<file path="config.mk">
export PLATFORM = sky130hd
export DESIGN_NAME = quad_encoder_gen
export DESIGN_NICKNAME = d
export VERILOG_FILES = /design/src/rtl/quad_encoder_gen.sv
export SDC_FILE = /design/constraint.sdc
export NUM_CORES = 1
export LEC_CHECK = 0
export CELL_PAD_IN_SITES_DETAIL_PLACEMENT = 1
export CELL_PAD_IN_SITES_GLOBAL_PLACEMENT = 2
export CORE_MARGIN = 2
export CORE_UTILIZATION = 34
export DETAILED_ROUTE_END_ITERATION = 12
export GPL_TIMING_DRIVEN = 0
export PLACE_DENSITY_LB_ADDON = 0.1
export SETUP_SLACK_MARGIN = 0.15
export SYNTH_ARGS = -nofsm -noshare
export SYNTH_HDL_FRONTEND = slang
export SYNTH_SLANG_ARGS = --single-unit
</file>
<file path="constraint.sdc">
create_clock -name clk -period 2.98 [get_ports clk]
set_input_delay 0.596 -clock clk [delete_from_list [all_inputs] [get_ports clk]]
set_output_delay 0.596 -clock clk [all_outputs]
set_load 0.005 [all_outputs]
</file>
<file path="src/rtl/quad_encoder_gen.sv">
// Quadrature encoder pulse generator: period divider, 4-state A/B phase FSM, position and net step count.
// Optional index output Z is built only when QUAD_ENCODER_GEN_INDEX_EN is defined.
module quad_encoder_gen #(
   parameter int PERIOD_WIDTH = 16
) (
   input  logic                    clk,
   input  logic                    rst_n,
   input  logic                    enable,
   input  logic                    dir,
   input  logic [PERIOD_WIDTH-1:0] period,
   input  logic [4:0]              pulses_per_rev_bits,
   input  logic                    sync_clear,
   output logic                    A,
   output logic                    B,
   output logic                    Z,
   output logic [31:0]             position,
   output logic [31:0]             counter
);

   // State encoding is {A,B} so the outputs come straight from flops.
   typedef enum logic [1:0] {
      S0 = 2'b00,
      S1 = 2'b10,
      S2 = 2'b11,
      S3 = 2'b01
   } state_t;

   state_t                  r_state, w_state_next;
   logic [PERIOD_WIDTH-1:0] r_div, w_div_next;
   logic [31:0]             r_pos, w_pos_next;
   logic [31:0]             r_cnt, w_cnt_next;
   logic [31:0]             w_mask;
   logic [4:0]              w_n;
   logic                    w_step;

   // A 5-bit input cannot exceed 31, so only the lower bound needs clamping.
   assign w_n    = (pulses_per_rev_bits < 5'd2) ? 5'd2 : pulses_per_rev_bits;
   assign w_mask = (32'd1 << w_n) - 32'd1;
   assign w_step = enable && (period != '0) && (r_div >= period - PERIOD_WIDTH'(1));

   always_ff @(posedge clk or negedge rst_n) begin
      if (!rst_n) begin
         r_state <= S0;
         r_div   <= '0;
         r_pos   <= '0;
         r_cnt   <= '0;
      end else begin
         r_state <= w_state_next;
         r_div   <= w_div_next;
         r_pos   <= w_pos_next;
         r_cnt   <= w_cnt_next;
      end
   end

   always_comb begin
      w_state_next = r_state;
      w_div_next   = r_div;
      w_pos_next   = r_pos & w_mask;
      w_cnt_next   = r_cnt;
      if (sync_clear) begin
         w_div_next = '0;
         w_pos_next = '0;
         w_cnt_next = '0;
      end else if (!enable || period == '0) begin
         w_div_next = '0;
      end else if (w_step) begin
         w_div_next = '0;
         if (dir) begin
            w_pos_next = (r_pos + 32'd1) & w_mask;
            w_cnt_next = r_cnt + 32'd1;
            unique case (r_state)
               S0:      w_state_next = S1;
               S1:      w_state_next = S2;
               S2:      w_state_next = S3;
               default: w_state_next = S0;
            endcase
         end else begin
            w_pos_next = (r_pos - 32'd1) & w_mask;
            w_cnt_next = r_cnt - 32'd1;
            unique case (r_state)
               S0:      w_state_next = S3;
               S3:      w_state_next = S2;
               S2:      w_state_next = S1;
               default: w_state_next = S0;
            endcase
         end
      end else begin
         w_div_next = r_div + PERIOD_WIDTH'(1);
      end
   end

`ifdef QUAD_ENCODER_GEN_INDEX_EN
   logic r_z;

   // Z tracks the registered position exactly, so it is derived from the next value.
   always_ff @(posedge clk or negedge rst_n) begin
      if (!rst_n) r_z <= 1'b0;
      else        r_z <= (w_pos_next == 32'd0);
   end

   assign Z = r_z;
`else
   assign Z = 1'b0;
`endif

   assign A        = r_state[1];
   assign B        = r_state[0];
   assign position = r_pos;
   assign counter  = r_cnt;

endmodule
</file>
==> summary.md, run 1 <==
| Metric | Value |
|---|---|
| TritonCTS buffer count | `9` |
| Area growth from synthesis to layout | `44.8%` |
| Initial Utilization | `0.344` |
| Library cell with the highest instance count after synthesis | `nand2_1` |
| Clk sink count | `82` |
| CP most frequent cell | `buf_12` |
| Post-synth top area cell | `dfrtp_1` |
| Synth area leaders | `dfrtp_1 27%, ha_1 13%, a21oi_1 6.0%` |
| Fraction of synthesized cell area taken by the top area cell type | `0.275` |
| Leading cell types by count after synthesis | `93 x nand2_1, 89 x a21oi_1, 83 x nor2_1` |
| Worst path setup slack after routing | `-0.935 ns` |
| RSZ-0062 raised after global routing | `yes` |
| Detailed-route wire length | `27.0 mm` |
| Estimated wirelength of the detail-placed design | `18.4 mm` |
| Peak Freq | `255 MHz` |
| Data required time of the critical path | `3.27 ns` |
| Synth Cell Area | `0.00747 mm2` |
| Worst-path fanout max | `7` |
| Detailed router's first-iteration violation count | `230` |
| Headroom to the max-slew limit | `0.327` |
| Slowest library cell on the worst path | `or4_4` |
| Number of max-cap violations | `0` |
| Share of the clock period used by the worst path | `1.31` |
| Synth Warn # | `0` |
| H-tree depth reported by CTS | `3` |
| Vias in the first global route | `7,611` |
| Slew Limit Fails | `0` |
| Class of the most critical hold timing path | `input pin to asynchronous set/reset pin` |
| Clock buffer depth | `2` |
| Count of antenna-violating nets left after detailed routing | `0` |
| Sum of internal, switching and leakage power | `2.71 mW` |
| Routed length per instance | `20.2 um` |
| Number of instances in the synthesized netlist | `902` |
| Syn avg cell area | `8.28 um2` |
| Worst-Margin Slew | `1.01 ns` |
| Site Rows | `54` |
| Global-route usage over all layers | `0.220` |
| Routability Congestion | `0.817` |
| Endpoint type of the worst setup path | `flip-flop` |
| Number of antenna violations at the first check in global routing | `0` |
| Async set or reset register ratio after synthesis | `1.00` |
| Summed negative setup slack over all endpoints | `-64.20 ns` |
| Io pins | `93` |
| Count of cell types in the netlist | `67` |
| Largest stage delay on the critical path | `0.48 ns` |
| Sort of element at the start of the critical path | `input pin` |
| Die extent in x | `152 um` |
| Sequential fraction of the synthesis area | `0.275` |
| Routed vias | `7,346` |
| Largest net degree at the start of global routing | `53` |
| Crit-path cells | `buf_6 > or3_4 > or3b_4 > or4_4 > nor4_4 > xnor2_1 > ha_1 > nand4_1 > nor2_2 > a21oi_2 > o211ai_1 > and2_4 > a31oi_4 > buf_12 > buf_12 > nor4b_1 > mux2i_1 > nand2_1` |
| Buffers added on ports | `90` |
| Total core area | `0.0217 mm2` |
| Wire length of the first global-routing pass | `40.9 mm` |
| Register clock-pin slew on the reported worst setup and hold paths | `0.07 ns` |
| Layout cell share with drive strength beyond 1 | `0.233` |
| Vert. Die Dim | `152 um` |
| Kind of cell adding the most delay to the critical path | `simple AND/OR/NAND/NOR gates` |
| Clk Latency, worst-skew pair | `0.36 ns` |
| Root Buffer | `clkbuf_16` |
| Final Skew | `0.0129 ns` |
| Fin crit period | `3.92 ns` |
| Arrival time of the worst setup path | `4.21 ns` |
| First-pass DRT Iterations | `5` |
| Count of unresolved DRC violations after routing | `0` |
| Nets@finish | `1,160` |
| Critical path type | `input pin to flip-flop` |
| Post-synthesis register bit count | `82` |
| Clock tree from TritonCTS | `yes` |
| Outcome | `complete, but fails checks` |
| Crit path buffers/inverters | `3` |
| Count of endpoints failing hold in the final timing report | `0` |
| Violated checks | `negative setup slack` |
| Overall die area | `0.0232 mm2` |
| DR vias/cell | `5.50` |
| Lkg Pwr | `4.69 nW` |
| Quantity of hold-fixing buffers added after cts | `0` |
| Pwr dens | `251 mW/mm2` |
| Peak supply drop | `0.229 mV` |
| Count of flip-flops with a built-in enable after synthesis | `0` |
| Inserted Diodes | `0` |
| Final setup violation count | `81` |
| Total global routing overflow | `0` |
| Primary flip-flop cell chosen by synthesis mapping | `dfrtp_1` |
## cells by family (layout without fill, tap and decap cells)
kind of cell             count (synthesis)  after routing  synth area share
AO/OA/AOI/OAI                          266            266             0.233
XOR/XNOR                                80             80            0.0938
adder cells (fa/ha/maj)                 81             81             0.138
buffers and inverters                   57            209            0.0369
flip-flops                              82             82             0.275
multiplexers                             6              6           0.00804
other                                    2              4           0.00101
AND/OR/NAND/NOR                        328            328             0.215
## layer usage
metal	global-route usage	share of wire	up-vias
met1	0.295	0.47	3632
met5	0	0	-
li1	-	-	3596
met4	0.0561	0.010	0
met3	0.0338	0.024	14
met2	0.372	0.49	104
## metrics by stage
step | instance area [um2] | setup WS, ns | hold WS [ns] | instances | utilization
after detailed placement | 9040 | -2.40 | 0.510 | 1276 | 0.417
after CTS | 9900 | -0.975 | 0.215 | 1313 | 0.457
after global routing | 10800 | -1.09 | 0.222 | 1336 | 0.499
after floorplan | 7740 | -0.980 | 0.300 | 904 | -
after global placement | 8990 | -3.16 | 0.504 | 1274 | 0.415
final | 10800 | -0.935 | 0.196 | 1336 | 0.499
## where the power goes
part	internal (mW)	switching (mW)	total (mW)
Sequential	1.12	0.00332	1.12
Combinational	0.172	0.290	0.461
Clock	0.641	0.489	1.13
## state kept, by name, summed over array words and instances (netlist names)
signal    cells
counter      32
position     32
r_div        16
r_state       2
## cell type report
class,count,area (um2)
multi-input combinational,765,6090
inverter,22,86.3
timing repair inverter,1,7.51
clock buffer,11,233
fill,2461,10900
sequential,82,2050
clock inverter,3,42.5
tap,280,350
timing repair buffer,137,1570
buffer,35,379
## layout by cell type, fill, tap and decap left out, drive strengths merged, types with 23 or more instances in the layout
master	Yosys	layout
nand2	93	93
a21oi	89	89
nor2	84	84
dfrtp	82	82
clkdlybuf4s50	0	79
ha	79	79
buf	13	59
o21ai	57	57
xnor2	44	44
clkbuf	22	40
xor2	36	36
a21o	35	35
nor3	26	26
nand3	23	23
## worst paths after layout
kind	start	end	slack, ns	depth (start not counted)
min in group clk	counter[26]	counter[26]	0.52	2
max in group asynchronous	rst_n	r_div[9]	2.13	2
hold reg to reg	counter[26]	counter[26]	0.52	2
hold / removal	rst_n	counter[5]	0.20	1
setup reg to reg	counter[0]	counter[30]	-0.23	11
setup / recovery	period[3]	counter[30]	-0.94	18
## repair_timing
action,CTS,global route
buffers inserted,17,14
gates resized for setup,110,148
endpoints found under the setup margin,81,81
pin swaps,36,51
cloned,6,9
Note: power is estimated with default switching activity, not from simulation.
==> inputs of run 2 (changes only) <==
--- a/config.mk
+++ b/config.mk
@@ -8,7 +8,8 @@
 export CELL_PAD_IN_SITES_DETAIL_PLACEMENT = 1
 export CELL_PAD_IN_SITES_GLOBAL_PLACEMENT = 2
 export CORE_MARGIN = 2
-export CORE_UTILIZATION = 34
+export CORE_UTILIZATION = 31
+export CTS_CLUSTER_SIZE = 40
 export DETAILED_ROUTE_END_ITERATION = 12
 export GPL_TIMING_DRIVEN = 0
 export PLACE_DENSITY_LB_ADDON = 0.1
==> constraint.sdc (replaced) <==
create_clock -name clk -period 3.2 [get_ports clk]
set_input_delay 0.64 -clock clk [delete_from_list [all_inputs] [get_ports clk]]
set_output_delay 0.64 -clock clk [all_outputs]
set_load 0.005 [all_outputs]
==> summary.md, run 2 (synthesis results as in run 1) <==
| Metric | Value |
|---|---|
| Outcome | `complete, but fails checks` |
| Violated checks | `negative setup slack` |
| Worst-Margin Slew | `0.892 ns (-0.118 ns)` |
| TritonCTS buffer count | `9 (unchanged)` |
| Final setup violation count | `81 (unchanged)` |
| Buffers added on ports | `90 (unchanged)` |
| Vias in the first global route | `7,507 (-1.4%)` |
| Io pins | `93 (unchanged)` |
| Worst-path fanout max | `5 (-2)` |
| Worst path setup slack after routing | `-0.874 ns (+0.0615 ns)` |
| Fin crit period | `4.07 ns` |
| Detailed-route wire length | `26.8 mm (-0.71%)` |
| Slew Limit Fails | `0 (unchanged)` |
| Critical R2R Launch | `position[2]` |
| First-pass DRT Iterations | `4 (-1)` |
| Most common cell after layout, fill and taps aside | `dfrtp_1` |
| Area growth from synthesis to layout | `41.6%` |
| Arrival time of the worst setup path | `4.33 ns (+0.12 ns)` |
| Routed length per instance | `19.6 um (-3.1%)` |
| Peak Freq | `245 MHz` |
| Root Buffer | `clkbuf_16` |
| Clk sink count | `82 (unchanged)` |
| Cell total after placement | `1,316 (+3.1%)` |
| Data required time of the critical path | `3.46 ns (+0.19 ns)` |
| Wire length of the first global-routing pass | `41.5 mm (+1.6%)` |
| Detailed router's first-iteration violation count | `293 (+27%)` |
| Sort of element at the start of the critical path | `input pin` |
| Endpoint type of the worst setup path | `flip-flop` |
| Number of antenna violations at the first check in global routing | `0 (unchanged)` |
| Final Skew | `0.0104 ns (-0.00250 ns)` |
| Critical path type | `input pin to flip-flop` |
| H-tree depth reported by CTS | `3 (unchanged)` |
| Total core area | `0.0235 mm2 (+8.5%)` |
| Peak supply drop | `0.215 mV (-6.4%)` |
| Site Rows | `56 (+3.7%)` |
| Nets@finish | `1,152 (-0.69%)` |
| Routability Congestion | `0.818 (+0.16%)` |
| Clock tree from TritonCTS | `yes` |
| Largest net degree at the start of global routing | `60 (+13%)` |
| Count of antenna-violating nets left after detailed routing | `0 (unchanged)` |
| Register clock-pin slew on the reported worst setup and hold paths | `0.07 ns (about the same)` |
| RSZ-0062 raised after global routing | `yes` |
| Inserted Diodes | `0 (unchanged)` |
| Estimated wirelength of the detail-placed design | `19.2 mm (+4.5%)` |
| Die extent in x | `159 um (+4.6%)` |
| Clk Latency, worst-skew pair | `0.35 ns (about the same)` |
| Layout cell share with drive strength beyond 1 | `0.208 (-0.0253)` |
| Total global routing overflow | `0 (unchanged)` |
| Leading cell types in the layout, fill and taps excluded | `82 x dfrtp_1, 81 x clkdlybuf4s50_1, 74 x ha_1, 66 x nand2_1, 65 x nor2_1` |
| Clock buffer depth | `2 (unchanged)` |
| Count of endpoints failing hold in the final timing report | `0 (unchanged)` |
| Headroom to the max-slew limit | `0.405 (+0.0785)` |
| Global-route usage over all layers | `0.203 (-0.0177)` |
| Finished Core Util | `0.449 (-0.0491)` |
| Vert. Die Dim | `159 um (+4.6%)` |
| Overall die area | `0.0253 mm2 (+9.4%)` |
| Final cell count without fillers | `1,369 (+2.5%)` |
| Share of the clock period used by the worst path | `1.27` |
| Endpoint of the most critical register-to-register path | `position[28]` |
| Routed vias | `7,299 (-0.64%)` |
| Pwr dens | `243 mW/mm2 (-2.9%)` |
| DR vias/cell | `5.33 (-3.0%)` |
| Flop2flop setup slack | `0.04 ns (+0.27 ns)` |
| Number of max-cap violations | `0 (unchanged)` |
| Cells on worst reg2reg path | `10 (-1)` |
| Quantity of hold-fixing buffers added after cts | `0 (unchanged)` |
| Lkg Pwr | `4.55 nW (-2.9%)` |
| FILL cells | `2,769 (+13%)` |
| Class of the most critical hold timing path | `input pin to asynchronous set/reset pin` |
| Initial Utilization | `0.317 (-0.0271)` |
| Count of unresolved DRC violations after routing | `0 (unchanged)` |
## run 2: cell types whose count changed in the layout (fill, tap and decap cells not counted), moves of 3 or more
cell	delta
nor3_2	-4
buf_6	+5
nor3b_1	+3
nor2_4	-19
nand2_4	+3
buf_8	+4
nor2_1	+11
buf_4	-9
buf_12	-7
nor3_1	+5
clkbuf_8	+3
nor2_2	+8
## run 2: final cells by class
cell class	instances	area, um2	share of cell area
Timing Repair Buffer	129	1490	0.141
Clock inverter	5	52.6	0.00497
Multi-Input combinational cell	765	5880	0.556
Clock buffer	11	253	0.0239
Tap cell	319	399	0.0377
Sequential cell	82	2050	0.194
Inverter	22	86.3	0.00816
Timing Repair inverter	1	7.51	0.000710
Buffer	35	355	0.0336
## run 2: critical path, cell delays in order
cell and delay (ns):
clkdlybuf4s50_1 0.49, or4_4 0.56, or4b_4 0.54, xor2_2 0.16, ha_1 0.29, nand4_1 0.14, nor2_2 0.05, a21oi_1 0.14
o211ai_1 0.16, and2_4 0.21, a31oi_4 0.29, buf_8 0.19, buf_12 0.14, nand2_2 0.06, a221oi_2 0.25
## run 2: worst max path at each step
stage,startpoint,endpoint,slack (ns)
global route,period[3],position[18],-1.06
detailed placement,dir,counter[28],-2.24
global placement,dir,counter[28],-3.04
finish,period[12],position[18],-0.87
CTS,period[3],counter[30],-0.85
floorplan,period[3],position[15],-0.80
## run 2: layer usage
layer	vias up	wire, um	global-route usage	part of all wire
met5	-	0	0	0
met4	0	185	0.0372	0.0069
met3	12	635	0.0250	0.024
met2	92	13100	0.344	0.49
met1	3617	12900	0.279	0.48
li1	3578	-	-	-
## run 2: where the power goes
part	switching (mW)	internal, mW	total, mW	leakage, nW
sequential	0.00270	1.04	1.04	1.14
clock	0.470	0.645	1.11	0.151
combinational	0.259	0.159	0.418	3.26
total	0.731	1.84	2.57	4.55
## run 2: through the flow
stage | TNS, ns | total power [mW] | setup slack [ns] | hold slack [ns] | area [um2]
2_1_floorplan | -53.87 | 1.29 | -0.804 | 0.344 | 7740
3_3_place_gp | -337.23 | 1.43 | -3.04 | 0.503 | 9040
3_5_place_dp | -137.85 | 1.44 | -2.24 | 0.510 | 9120
4_1_cts | -56.56 | 2.60 | -0.848 | 0.199 | 10000
5_1_grt | -72.52 | 2.68 | -1.06 | 0.217 | 10600
6_report | -59.03 | 2.57 | -0.874 | 0.195 | 10600
## run 2: repair_timing
action                     CTS  global route
setup endpoints to repair   81            81
cloned                       4             9
resized for setup          121            85
pin swaps                   45            27
setup buffers               21             3
==> inputs of run 3 (changes only) <==
--- a/config.mk
+++ b/config.mk
@@ -5,15 +5,15 @@
 export SDC_FILE = /design/constraint.sdc
 export NUM_CORES = 1
 export LEC_CHECK = 0
+export ABC_AREA = 1
 export CELL_PAD_IN_SITES_DETAIL_PLACEMENT = 1
 export CELL_PAD_IN_SITES_GLOBAL_PLACEMENT = 2
 export CORE_MARGIN = 2
-export CORE_UTILIZATION = 31
+export CORE_UTILIZATION = 28
 export CTS_CLUSTER_SIZE = 40
 export DETAILED_ROUTE_END_ITERATION = 12
 export GPL_TIMING_DRIVEN = 0
 export PLACE_DENSITY_LB_ADDON = 0.1
-export SETUP_SLACK_MARGIN = 0.15
 export SYNTH_ARGS = -nofsm -noshare
 export SYNTH_HDL_FRONTEND = slang
 export SYNTH_SLANG_ARGS = --single-unit
==> summary.md, run 3 <==
| Metric | Value |
|---|---|
| Synth Cell Area | `0.00964 mm2 (+29%)` |
| Peak Freq | `319 MHz (+30%)` |
| Leading cell types by count after synthesis | `558 x nand2_1, 246 x inv_1, 178 x nor2_1` |
| Lkg Pwr | `6.55 nW (+44%)` |
| Data required time of the critical path | `3.46 ns (about the same)` |
| Pwr dens | `302 mW/mm2 (+24%)` |
| Initial Utilization | `0.286 (-0.0312)` |
| Worst-path fanout max | `8 (+3)` |
| Sort of element at the start of the critical path | `input pin` |
| Async set or reset register ratio after synthesis | `1.00 (unchanged)` |
| Site Rows | `67 (+20%)` |
| Io pins | `93 (unchanged)` |
| Overall die area | `0.0359 mm2 (+42%)` |
| Layout cell share with drive strength beyond 1 | `0.128 (-0.0792)` |
| Die extent in x | `190 um (+19%)` |
| Fin crit period | `3.13 ns (-0.941 ns)` |
| Final worst hold slack | `0.229 ns (+0.0341 ns)` |
| Count of unresolved DRC violations after routing | `0 (unchanged)` |
| RSZ-0062 raised after global routing | `yes` |
| Sum of internal, switching and leakage power | `3.77 mW (+47%)` |
| Post-synthesis register bit count | `82 (unchanged)` |
| Count of flip-flops with a built-in enable after synthesis | `0 (unchanged)` |
| Vias in the first global route | `11,100 (+48%)` |
| Detailed router's first-iteration violation count | `439 (+50%)` |
| Count of endpoints failing hold in the final timing report | `0 (unchanged)` |
| Total core area | `0.0337 mm2 (+43%)` |
| Buffers added on ports | `87 (-3.3%)` |
| Estimated wirelength of the detail-placed design | `31.4 mm (+64%)` |
| Final Skew | `0.0129 ns (+0.00252 ns)` |
| Clk sink count | `82 (unchanged)` |
| Area growth from synthesis to layout | `29.6%` |
| Critical path type | `input pin to flip-flop` |
| Count of cell types in the netlist | `45 (-33%)` |
| Vert. Die Dim | `190 um (+19%)` |
| DR vias/cell | `4.82 (-9.5%)` |
| Synth Warn # | `0 (unchanged)` |
| Peak supply drop | `0.270 mV (+26%)` |
| Leading cell types in the layout, fill and taps excluded | `510 x nand2_1, 242 x inv_1, 173 x nor2_1, 114 x nand3_1, 82 x dfrtp_1` |
| First-pass DRT Iterations | `4 (unchanged)` |
| Global-route usage over all layers | `0.223 (+0.0207)` |
| Endpoint type of the worst setup path | `flip-flop` |
| Wire length of the first global-routing pass | `61.6 mm (+48%)` |
| TritonCTS buffer count | `9 (unchanged)` |
| Routed vias | `10,800 (+47%)` |
| Quantity of hold-fixing buffers added after cts | `0 (unchanged)` |
| Headroom to the max-slew limit | `0.487 (+0.0820)` |
| Most common cell after layout, fill and taps aside | `nand2_1` |
| Routability Congestion | `0.853 (+4.3%)` |
| Clock tree from TritonCTS | `yes` |
| Inserted Diodes | `0 (unchanged)` |
| Count of antenna-violating nets left after detailed routing | `0 (unchanged)` |
| Outcome | `completed` |
| Arrival time of the worst setup path | `3.39 ns (-0.94 ns)` |
| Syn avg cell area | `5.93 um2 (-28%)` |
| H-tree depth reported by CTS | `3 (unchanged)` |
| Routed length per instance | `18.0 um (-8.2%)` |
| Nets@finish | `1,885 (+64%)` |
| Clk Latency, worst-skew pair | `0.38 ns (+0.03 ns)` |
| Class of the most critical hold timing path | `input pin to asynchronous set/reset pin` |
| Cell total after placement | `2,164 (+64%)` |
| Register clock-pin slew on the reported worst setup and hold paths | `0.07 ns (about the same)` |
| Final setup violation count | `0 (-100%)` |
| Post-synth top area cell | `nand2_1` |
| Number of antenna violations at the first check in global routing | `0 (unchanged)` |
| Share of the clock period used by the worst path | `0.979 (-0.294)` |
| Slew Limit Fails | `0 (unchanged)` |
| Number of instances in the synthesized netlist | `1,625 (+80%)` |
| Fraction of synthesized cell area taken by the top area cell type | `0.217 (-0.0574)` |
| Root Buffer | `clkbuf_16` |
| Primary flip-flop cell chosen by synthesis mapping | `dfrtp_1` |
| Synth area leaders | `nand2_1 22%, dfrtp_1 21%, ha_1 10%` |
| Summed negative setup slack over all endpoints | `0 ns (+59.03 ns)` |
| Worst-Margin Slew | `0.769 ns (-0.123 ns)` |
| Sequential fraction of the synthesis area | `0.213 (-0.0618)` |
| Library cell with the highest instance count after synthesis | `nand2_1` |
| Clock buffer depth | `2 (unchanged)` |
| Total global routing overflow | `0 (unchanged)` |
| Detailed-route wire length | `40.1 mm (+50%)` |
| Final cell count without fillers | `2,231 (+63%)` |
| Largest net degree at the start of global routing | `54 (-10%)` |
| Number of max-cap violations | `0 (unchanged)` |
-- run 3: cell count changes after synthesis, moves of 14 or more --
cell / before / now
nand2_1: 93 / 558
or2_2: 3 / 17
o21ai_1: 0 / 20
nand4_1: 11 / 40
and3_1: 15 / 0
nand3_1: 23 / 120
inv_1: 22 / 246
nor3_1: 26 / 10
clkbuf_1: 22 / 5
xor2_1: 36 / 22
xnor2_1: 44 / 15
nor2_1: 83 / 178
a21o_1: 35 / 4
-- run 3: layout make-up --
cell class                      instances  area (um2)
Fill cell                            4435       21200
Multi-Input combinational cell       1263        6820
Sequential cell                        82        2050
Timing Repair Buffer                  138        1430
Inverter                              255        1010
Tap cell                              448         561
Buffer                                 27         267
Clock buffer                           10         239
Clock inverter                          6        88.8
Timing Repair inverter                  2        13.8
-- run 3: power breakdown --
part	switching, mW	internal [mW]	total (mW)	leakage [nW]
Clock	0.531	0.708	1.24	0.155
Sequential	0.0654	1.09	1.16	1.12
Combinational	0.866	0.511	1.38	5.27
-- run 3: what timing repair did --
item / in CTS / in global routing
pin swaps: 22 / 36
endpoints found under the setup margin: 81 / 80
cloned: 4 / 4
gates resized for setup: 83 / 97
setup buffers: 37 / 9
-- run 3: metrics by stage --
step	worst slack (ns)	utilization	instance area [um2]
6_report	0.0675	0.371	12500
5_1_grt	-0.0781	0.371	12500
4_1_cts	-0.000380	0.358	12100
3_5_place_dp	-1.41	0.330	11100
3_3_place_gp	-2.27	0.329	11100
2_1_floorplan	0.0263	-	9650
-- run 3: routing by layer --
| metal | part of all wire | global-route usage |
|---|---|---|
| met2 | 0.48 | 0.387 |
| met3 | 0.021 | 0.0231 |
| met5 | 0 | 0 |
| met1 | 0.48 | 0.294 |
| met4 | 0.019 | 0.0647 |
-- run 3: cells by family after synthesis --
family                     Yosys count  share of synthesized area
AOI/OAI and AO/OA                  166                     0.0905
and+or+nand+nor                    975                      0.435
buffers and inverters              282                      0.120
adders and majority gates           81                      0.107
other                                2                   0.000779
xor gates and xnor gates            37                     0.0336
DFF                                 82                      0.213
-- run 3: path summary, 6_finish.rpt --
| kind | from | depth (start not counted) | slack, ns | end |
|---|---|---|---|---|
| min reg2reg | counter[26] | 2 | 0.52 | counter[26] |
| min | rst_n | 1 | 0.23 | r_div[0] |
| min in group clk | counter[26] | 2 | 0.52 | counter[26] |
| max | period[1] | 23 | 0.07 | counter[16] |
| max in group asynchronous | rst_n | 2 | 2.29 | counter[18] |
| max reg2reg | counter[0] | 14 | 0.67 | counter[28] |
-- run 3: worst max-delay path, cell delays in order --
cell and delay [ns]:
buf_6 0.09, or2_4 0.25, nor2_4 0.10, nand2_2 0.09, nor3_4 0.14, nand3_2 0.12
nor2_4 0.10, nand2_1 0.06, xor2_1 0.16, inv_1 0.09, ha_4 0.28, nand2_2 0.05
inv_2 0.07, nand3_4 0.08, nor2_4 0.15, nand3_4 0.11, nand3_4 0.14, nand2_8 0.12
nand2_8 0.12, clkinv_16 0.12, clkbuf_16 0.20, nand2_4 0.06, nand2_2 0.04
